$ cat config.mk
export PLATFORM = sky130hd
export DESIGN_NAME = audio_phrase_sequencer
export DESIGN_NICKNAME = d
export VERILOG_FILES = /design/src/rtl/audio_phrase_sequencer_pkg.sv /design/src/rtl/audio_phrase_sequencer.sv
export SDC_FILE = /design/constraint.sdc
export NUM_CORES = 1
export LEC_CHECK = 0
export BUFFER_PORTS_ARGS = -buffer_cell sky130_fd_sc_hd__buf_2
export CORE_MARGIN = 10
export CORE_UTILIZATION = 58
export DETAILED_ROUTE_END_ITERATION = 12
export GPL_TIMING_DRIVEN = 0
export PLACE_DENSITY = 0.87
export SLEW_MARGIN = 20
export SYNTH_ARGS = -nofsm -noshare
export SYNTH_HDL_FRONTEND = slang
export SYNTH_SLANG_ARGS = --single-unit
$ cat constraint.sdc
create_clock -name clk -period 7.6 [get_ports clk]
set_input_delay 0.38 -clock clk [delete_from_list [all_inputs] [get_ports clk]]
set_output_delay 0.38 -clock clk [all_outputs]
set_load 0.05 [all_outputs]
$ cat src/rtl/audio_phrase_sequencer_pkg.sv
// Shared constants and state encoding for the number-to-speech phrase sequencer.
package audio_phrase_sequencer_pkg;

    localparam int         ADR_W      = 32;
    localparam logic [7:0] END_NUMBER = 8'd0;
    localparam logic [7:0] BPM_NUMBER = 8'd230;

    localparam logic [2:0] ST_IDLE      = 3'd0;
    localparam logic [2:0] ST_LOOKUP    = 3'd1;
    localparam logic [2:0] ST_CHECK     = 3'd2;
    localparam logic [2:0] ST_PLAY_REQ  = 3'd3;
    localparam logic [2:0] ST_PLAY_WAIT = 3'd4;
    localparam logic [2:0] ST_FINISH    = 3'd5;

    typedef enum logic [2:0] {
        IDLE      = ST_IDLE,
        LOOKUP    = ST_LOOKUP,
        CHECK     = ST_CHECK,
        PLAY_REQ  = ST_PLAY_REQ,
        PLAY_WAIT = ST_PLAY_WAIT,
        FINISH    = ST_FINISH
    } state_e;

endpackage

$ cat src/rtl/audio_phrase_sequencer.sv
// Walks audio_number_map one word at a time and hands each word to the SD playback
// engine with a start/done handshake until the map reports the end of the phrase.
module audio_phrase_sequencer
    import audio_phrase_sequencer_pkg::*;
#(
    parameter int          MAP_WAIT     = 2,
    parameter logic [31:0] PLAY_TIMEOUT = 32'd50_000_000,
    parameter int          MAX_WORDS    = 4
) (
    input  logic             clk,
    input  logic             reset,
    input  logic             speak,
    input  logic [7:0]       speak_number,
    input  logic             abort,
    output logic             busy,
    output logic             done,
    output logic             error,
    output logic [7:0]       map_number,
    input  logic [ADR_W-1:0] map_start_adr,
    input  logic [ADR_W-1:0] map_stop_adr,
    input  logic [7:0]       map_next_number,
    output logic             play_start,
    output logic [ADR_W-1:0] play_start_adr,
    output logic [ADR_W-1:0] play_stop_adr,
    input  logic             play_done
);

    state_e           state_q, state_d;
    logic [7:0]       map_number_q, map_number_d;
    logic [7:0]       next_num_q, next_num_d;
    logic [ADR_W-1:0] start_adr_q, start_adr_d;
    logic [ADR_W-1:0] stop_adr_q, stop_adr_d;
    logic [2:0]       word_cnt_q, word_cnt_d;
    logic [7:0]       lk_cnt_q, lk_cnt_d;
    logic [31:0]      tmo_q, tmo_d;
    logic             error_q, error_d;

    always_ff @(posedge clk) begin
        if (reset) begin
            state_q      <= IDLE;
            map_number_q <= '0;
            next_num_q   <= '0;
            start_adr_q  <= '0;
            stop_adr_q   <= '0;
            word_cnt_q   <= '0;
            lk_cnt_q     <= '0;
            tmo_q        <= '0;
            error_q      <= 1'b0;
        end else begin
            state_q      <= state_d;
            map_number_q <= map_number_d;
            next_num_q   <= next_num_d;
            start_adr_q  <= start_adr_d;
            stop_adr_q   <= stop_adr_d;
            word_cnt_q   <= word_cnt_d;
            lk_cnt_q     <= lk_cnt_d;
            tmo_q        <= tmo_d;
            error_q      <= error_d;
        end
    end

    always_comb begin
        state_d      = state_q;
        map_number_d = map_number_q;
        next_num_d   = next_num_q;
        start_adr_d  = start_adr_q;
        stop_adr_d   = stop_adr_q;
        word_cnt_d   = word_cnt_q;
        lk_cnt_d     = lk_cnt_q;
        tmo_d        = tmo_q;
        error_d      = error_q;

        case (state_q)
            IDLE: begin
                if (speak) begin
                    map_number_d = speak_number;
                    error_d      = 1'b0;
                    word_cnt_d   = '0;
                    lk_cnt_d     = '0;
                    state_d      = LOOKUP;
                end
            end
            LOOKUP: begin
                if (lk_cnt_q == 8'(MAP_WAIT - 1)) state_d = CHECK;
                else                              lk_cnt_d = lk_cnt_q + 8'd1;
            end
            CHECK: begin
                if (map_stop_adr == '0 || map_stop_adr <= map_start_adr) begin
                    error_d = 1'b1;
                    state_d = FINISH;
                end else begin
                    start_adr_d = map_start_adr;
                    stop_adr_d  = map_stop_adr;
                    next_num_d  = map_next_number;
                    word_cnt_d  = word_cnt_q + 3'd1;
                    state_d     = PLAY_REQ;
                end
            end
            PLAY_REQ: begin
                tmo_d   = '0;
                state_d = PLAY_WAIT;
            end
            PLAY_WAIT: begin
                if (tmo_q < PLAY_TIMEOUT) tmo_d = tmo_q + 32'd1;
                if (play_done) begin
                    if (next_num_q == END_NUMBER) begin
                        state_d = FINISH;
                    end else if (word_cnt_q == 3'(MAX_WORDS)) begin
                        error_d = 1'b1;
                        state_d = FINISH;
                    end else begin
                        map_number_d = next_num_q;
                        lk_cnt_d     = '0;
                        state_d      = LOOKUP;
                    end
                // tmo_q starts at 0 one cycle after play_start, so +2 puts done
                // exactly PLAY_TIMEOUT cycles after the play_start cycle.
                end else if (tmo_q + 32'd2 >= PLAY_TIMEOUT) begin
                    error_d = 1'b1;
                    state_d = FINISH;
                end
            end
            FINISH:  state_d = IDLE;
            default: state_d = IDLE;
        endcase

        // FINISH is already ending the phrase; re-entering it would stretch done.
        if (abort && state_q != IDLE && state_q != FINISH) begin
            state_d = FINISH;
            error_d = error_q;
        end
    end

    assign busy           = (state_q != IDLE);
    assign done           = (state_q == FINISH);
    assign play_start     = (state_q == PLAY_REQ);
    assign error          = error_q;
    assign map_number     = map_number_q;
    assign play_start_adr = start_adr_q;
    assign play_stop_adr  = stop_adr_q;

endmodule
# Yosys cells after proc, flatten, opt, wreduce, memory -nomap -nowiden
# Cells that the tools add are included.
dict set report totals {
  in_bits 85
  ff_bits 127
  word_cells 95
  out_inout_bits 76
}
dict set report classes {
  mux 32
  n_reduce_logical 21
  eq_ne 23
  order_cmp 3
  bitwise 2
  addsub 4
}
# cell n
set ops {}
lappend ops {{two-way mux 8 bit} 9}
lappend ops {{case mux 32 bit (2 select lines)} 1}
lappend ops {{adder 32 x 1 -> 32 bit, second input constant} 1}
lappend ops {{adder 32 x 2 -> 32 bit, second input constant} 1}
lappend ops {{>= comparator 32 x 26 -> 1 bit, second input constant} 1}
lappend ops {{less-or-equal comparator 32 bit} 1}
lappend ops {{logical NOT 32 bit} 1}
lappend ops {{< comparator 32 x 26 -> 1 bit, second input constant} 1}
lappend ops {{two-way mux 32 bit} 1}
lappend ops {{two-way mux 3 bit} 10}
lappend ops {{case mux 8 bit (3 select lines)} 1}
lappend ops {{!= test 2 bit, second input constant} 9}
lappend ops {{!= test 3 bit, second input constant} 6}
lappend ops {{case mux 8 bit (2 select lines)} 1}
lappend ops {{case mux 3 bit (5 select lines)} 1}
lappend ops {{equality test 3 bit, second input constant} 3}
lappend ops {{AND reduction 3 bit} 3}
lappend ops {{nonzero test 3 bit} 3}
lappend ops {{adder 8 x 1 -> 8 bit, second input constant} 1}
lappend ops {{equality test 8 x 1 -> 1 bit, second input constant} 1}
lappend ops {{logical NOT 8 bit} 1}
lappend ops {{AND reduction 7 bit} 1}
lappend ops {{equality test 3 x 2 -> 1 bit, second input constant} 2}
lappend ops {{two-way mux 1 bit} 6}
lappend ops {{other kinds (14)} 19}

# Depth between registers and ports, before layout
dict set report logic_depth {
  ltp_word 6
  ltp_mapped 13
  mapped_depth_nobuf 10
}

# Least setup slack after synthesis
# Ideal clock, no wire load.
dict set report synth_path {
  path_type {reg2reg}
  start {register tmo_q[12]}
  end {register state_q[0]}
  period_less_slack_ns 2.575
  stages_incl_launch_ff 9
  path_slack_ns 5.025
  arrival_time_ns 2.446
  path_buffers 0
  cell_sequence {dfxtp_1 nand4_4 or4_4 nor2_4 xor2_1 or3_1 or4_1 a311oi_2 a31oi_1}
}
dict set report synth_via {
  elab_chain_cells 4
}
# element line
set synth_lines {}
lappend synth_lines {{start: declaration} audio_phrase_sequencer.sv:35} ;# logic [31:0] tmo_q, tmo_d;
lappend synth_lines {{start signal: assignment} audio_phrase_sequencer.sv:57} ;# tmo_q <= tmo_d;
lappend synth_lines {{adder 32 x 2 -> 32 bit} audio_phrase_sequencer.sv:118} ;# end else if (tmo_q + 32'd2 >= PLAY_TIMEOUT) begin
lappend synth_lines {{>= comparator 32 x 26 -> 1 bit} audio_phrase_sequencer.sv:118}
lappend synth_lines {{!= test 4 bit (no source line)} --}
lappend synth_lines {{AND reduction 3 bit (no source line)} --}
lappend synth_lines {{end signal: assignment} audio_phrase_sequencer.sv:50} ;# state_q <= state_d;
lappend synth_lines {{end: declaration} audio_phrase_sequencer.sv:28} ;# state_e state_q, state_d;
# Every way passes these cells.
# A chain may end at the register's enable or synchronous reset.

# Worst setup path in the final report
dict set report layout_path {
  start {register tmo_q[24]}
  end {register state_q[0]}
}
# The elaborated chain is that of the path after synthesis.

==> results.tsv <==
stage	metric	value	unit
run_status	status	finished clean	
timing	clock.fmax	0.346	GHz
worst_hold_path	worstHoldPathType	input pin to flop	
timing	tightest_slew	892	ps
grt	grt_first_pass_wirelength	30300	um
run	cap_violations	0	
setup_path	start_kind	flop	
grt	grt_pass1_vias	6179	
logic_synthesis	yosysWarnings	0	
floorplan	io-pin-count	161	
power_and_ir_drop	power_frac_comb	14.4	%
logic_synthesis	synthFlopType	dfxtp_1	
timing	setup_ws	4710	ps
logic_synthesis	synthAdderAreaFrac	7.06	%
drt	finalWirelength	19300	um
power_and_ir_drop	p_clk_share	46.4	%
logic_synthesis	yosys.area_share.xor_xnor	3.74	%
timing	final.min_clock_period	2890	ps
cts	cts_setup_buffers	0	
setup_path	path_delay_family	simple AND/OR/NAND/NOR gates	
floorplan	fp.dieH	126	um
timing	skew	9.61	ps
cells_and_area	antennaDiodeCount	0	
grt	antenna_found_initial	0	
logic_synthesis	synth_top_family_by_area	simple AND/OR/NAND/NOR gates	
drt	initialDrtViolationCount	588	
timing	fin_crit_sh	38.0	%
setup_path	endpoint_kind	flop	
cts	cts_max_level	4	
power_and_ir_drop	p_sw	0.482	mW
logic_synthesis	synthesis.instances	745	
logic_synthesis	synth_compound_area_share	9.10	%
power_and_ir_drop	peakVddDrop	0.141	mV
cts	cts-buffers-inserted	17	
power_and_ir_drop	intPower	1.30	mW
grt	grt_overflow	0	
floorplan	coreArea	0.0109	mm^2
drt	wl_per_cell	17.9	um
logic_synthesis	muxShareOfSynthArea	11.5	%
cells_and_area	syn2layout_area_growth	24.0	%
setup_path	cpPeakStageDelay	580	ps
timing	slew_headroom	40.0	%
cts	clk_latency	420	ps
power_and_ir_drop	p_per_area	219	mW/mm^2
cts	clockBufferDepth	2	
setup_path	cp.required	7890	ps
cts	cts_tree	yes	
setup_path	slowest_stage	or4_4	
setup_path	cp_max_fo	8	
timing	fin_setup_tns	0	ps
place	routabilityCongestion	0.954	
power_and_ir_drop	report.power.total	1.78	mW
floorplan	fp.dieW	126	um
cells_and_area	fillerInstances	771	
grt	grt_max_degree	17	
timing	maxSlewViolCount	0	
cells_and_area	nets	1046	
drt	final_antenna_net_count	0	
logic_synthesis	avgSynthCellArea	8.81	um^2
setup_path	crit_type	flop to flop	
logic_synthesis	synth-simple-area-share	24.2	%
logic_synthesis	synth_nets	867	
setup_path	cp_cell_sequence	nand4_1 -> or4_4 -> nor2_4 -> xor2_1 -> or3_1 -> or4_1 -> a311oi_2 -> a31oi_1	
setup_path	crit_buf_inv	0	
logic_synthesis	async_flop_share	0	%
power_and_ir_drop	leakage	3.57	nW
logic_synthesis	yosysSeqAreaShare	38.7	%
cts	clock-sinks	127	
setup_path	critPathArrivalTime	3180	ps
logic_synthesis	synthDistinctLibCells	64	
grt	grt_usage	22.8	%
logic_synthesis	netlist_area	0.00656	mm^2
floorplan	start_util	60.0	%
floorplan	die-area	0.0160	mm^2
cells_and_area	post-route-util	74.4	%
floorplan	row_count	38	
cts	ctsResizeCount	0	
logic_synthesis	synth.ff_latch_count	127	
cells_and_area	layout-drive-gt1-share	24.3	%
timing	finalHoldViolCount	0	
timing	setup_violations	0	
cts	holdBufCountCts	0	
place	dp_slack	4640	ps
drt	vias	6299	
drt	viasPerCell	5.85	
place	dp.final_hpwl	14400	um
logic_synthesis	synth-edff-count	0	
timing	rsz0062_at_grt	no	
cts	clk_pin_slew	50	ps
power_and_ir_drop	switching_share	27.1	%
place	port_buffers	160	
cts	root_buffer	clkbuf_16	
power_and_ir_drop	power_frac_seq	39.1	%
drt	remaining_drc_errors	0	
drt	first_pass_iters	5	
==> layer usage <==
| metal | up-vias | routed length, um | track usage, % |
|---|---|---|---|
| met3 | 46 | 1620 | 7.71 |
| li1 | 2996 | - | - |
| met5 | - | 0 | 0 |
| met2 | 267 | 9240 | 37.6 |
| met4 | 0 | 527 | 9.11 |
| met1 | 2990 | 7900 | 26.7 |
==> cells in the final DEF (no fill, tap or decap), types with 19 or more instances in the layout <==
master    Yosys  layout
nand3_1      19      19
nor2_1      128     128
nand4_1      29      29
ha_1         37      37
dfxtp_1     127     127
mux2i_1      73      73
buf_2         5     165
inv_1        42      42
clkbuf_1     17      20
a21oi_1      29      29
xor2_1       24      24
nand2_1      54      54
==> cells by family (layout without fill, tap and decap cells) <==
logic type,count (synthesis),after routing
AND/OR/NAND/NOR,315,315
flip-flops,127,127
AO/OA/AOI/OAI,87,87
buffers and inverters,76,268
multiplexers,75,75
adder cells (fa/ha/maj),37,37
XOR/XNOR,28,28
==> power groups by stage <==
| stage | Combinational [mW] | Clock [mW] | Sequential [mW] |
|---|---|---|---|
| 2_1_floorplan | 0.126 | 0 | 0.752 |
| 3_3_place_gp | 0.247 | 0 | 0.708 |
| 3_5_place_dp | 0.253 | 0 | 0.709 |
| 4_1_cts | 0.256 | 0.826 | 0.696 |
| 5_1_grt | 0.278 | 0.857 | 0.698 |
| 6_report | 0.257 | 0.826 | 0.696 |
==> state kept, by name, indices dropped and copies added, names as in the netlist <==
register / cells
error: 1
lk_cnt_q: 8
map_number: 8
next_num_q: 8
play_start_adr: 32
play_stop_adr: 32
state_q: 3
tmo_q: 32
word_cnt_q: 3
==> layout make-up <==
cell class	count	area, um^2	area share (%)
sequential	127	2540	31.2
tap	140	175	2.15
clock inverter	10	136	1.68
timing repair buffer	160	801	9.84
inverter	43	161	1.98
clock buffer	22	464	5.70
buffer	33	210	2.58
multi-input combinational	542	3650	44.8
==> synthesized netlist by cell type, drive strengths merged, types with 2 or more instances <==
cell	instances	area share (%)
a21oi	29	2.2
nor4	19	2.1
o41ai	2	0.55
or3	12	1.1
inv	43	2.5
nor2b	2	0.19
o211ai	6	0.69
nand4	32	3.6
and3	7	0.72
xor2	24	3.2
dfxtp	127	39
a31oi	9	0.86
nand3	20	1.6
mux2i	73	11
nor3	12	0.92
a21o	8	0.92
or4	5	0.63
nand2	54	3.1
clkbuf	19	1.4
and4	3	0.44
a311oi	9	1.3
nor2	130	7.7
or2	2	0.19
buf	14	1.8
xnor2	4	0.53
ha	37	7.1
nand2b	6	0.69
o21ai	15	1.3
mux2	2	0.34
and2	6	0.57
==> per-stage QoR <==
stage	hold slack, ps	cell area (um^2)	instances
5_1_grt	196	8140	1077
4_1_cts	195	8140	1077
3_5_place_dp	456	7540	1045
3_3_place_gp	439	7540	1045
2_1_floorplan	458	6560	745
6_report	195	8140	1077
==> worst paths after layout <==
kind                                          from             to  slack [ps]  cells after the start
worst min-delay path            map_next_number[6]  next_num_q[6]         200                      3
worst max register to register           tmo_q[24]     state_q[0]        4710                      8
worst max-delay path                     tmo_q[24]     state_q[0]        4710                      8
worst min register to register               error          error         470                      2
==> worst min-delay path, delay by kind of cell <==
kind	cells	cell delay, ps
buffers and inverters	1	70
and+or+nand+nor	1	70
muxes	1	50
No activity file was read; power rests on OpenSTA's default activity.
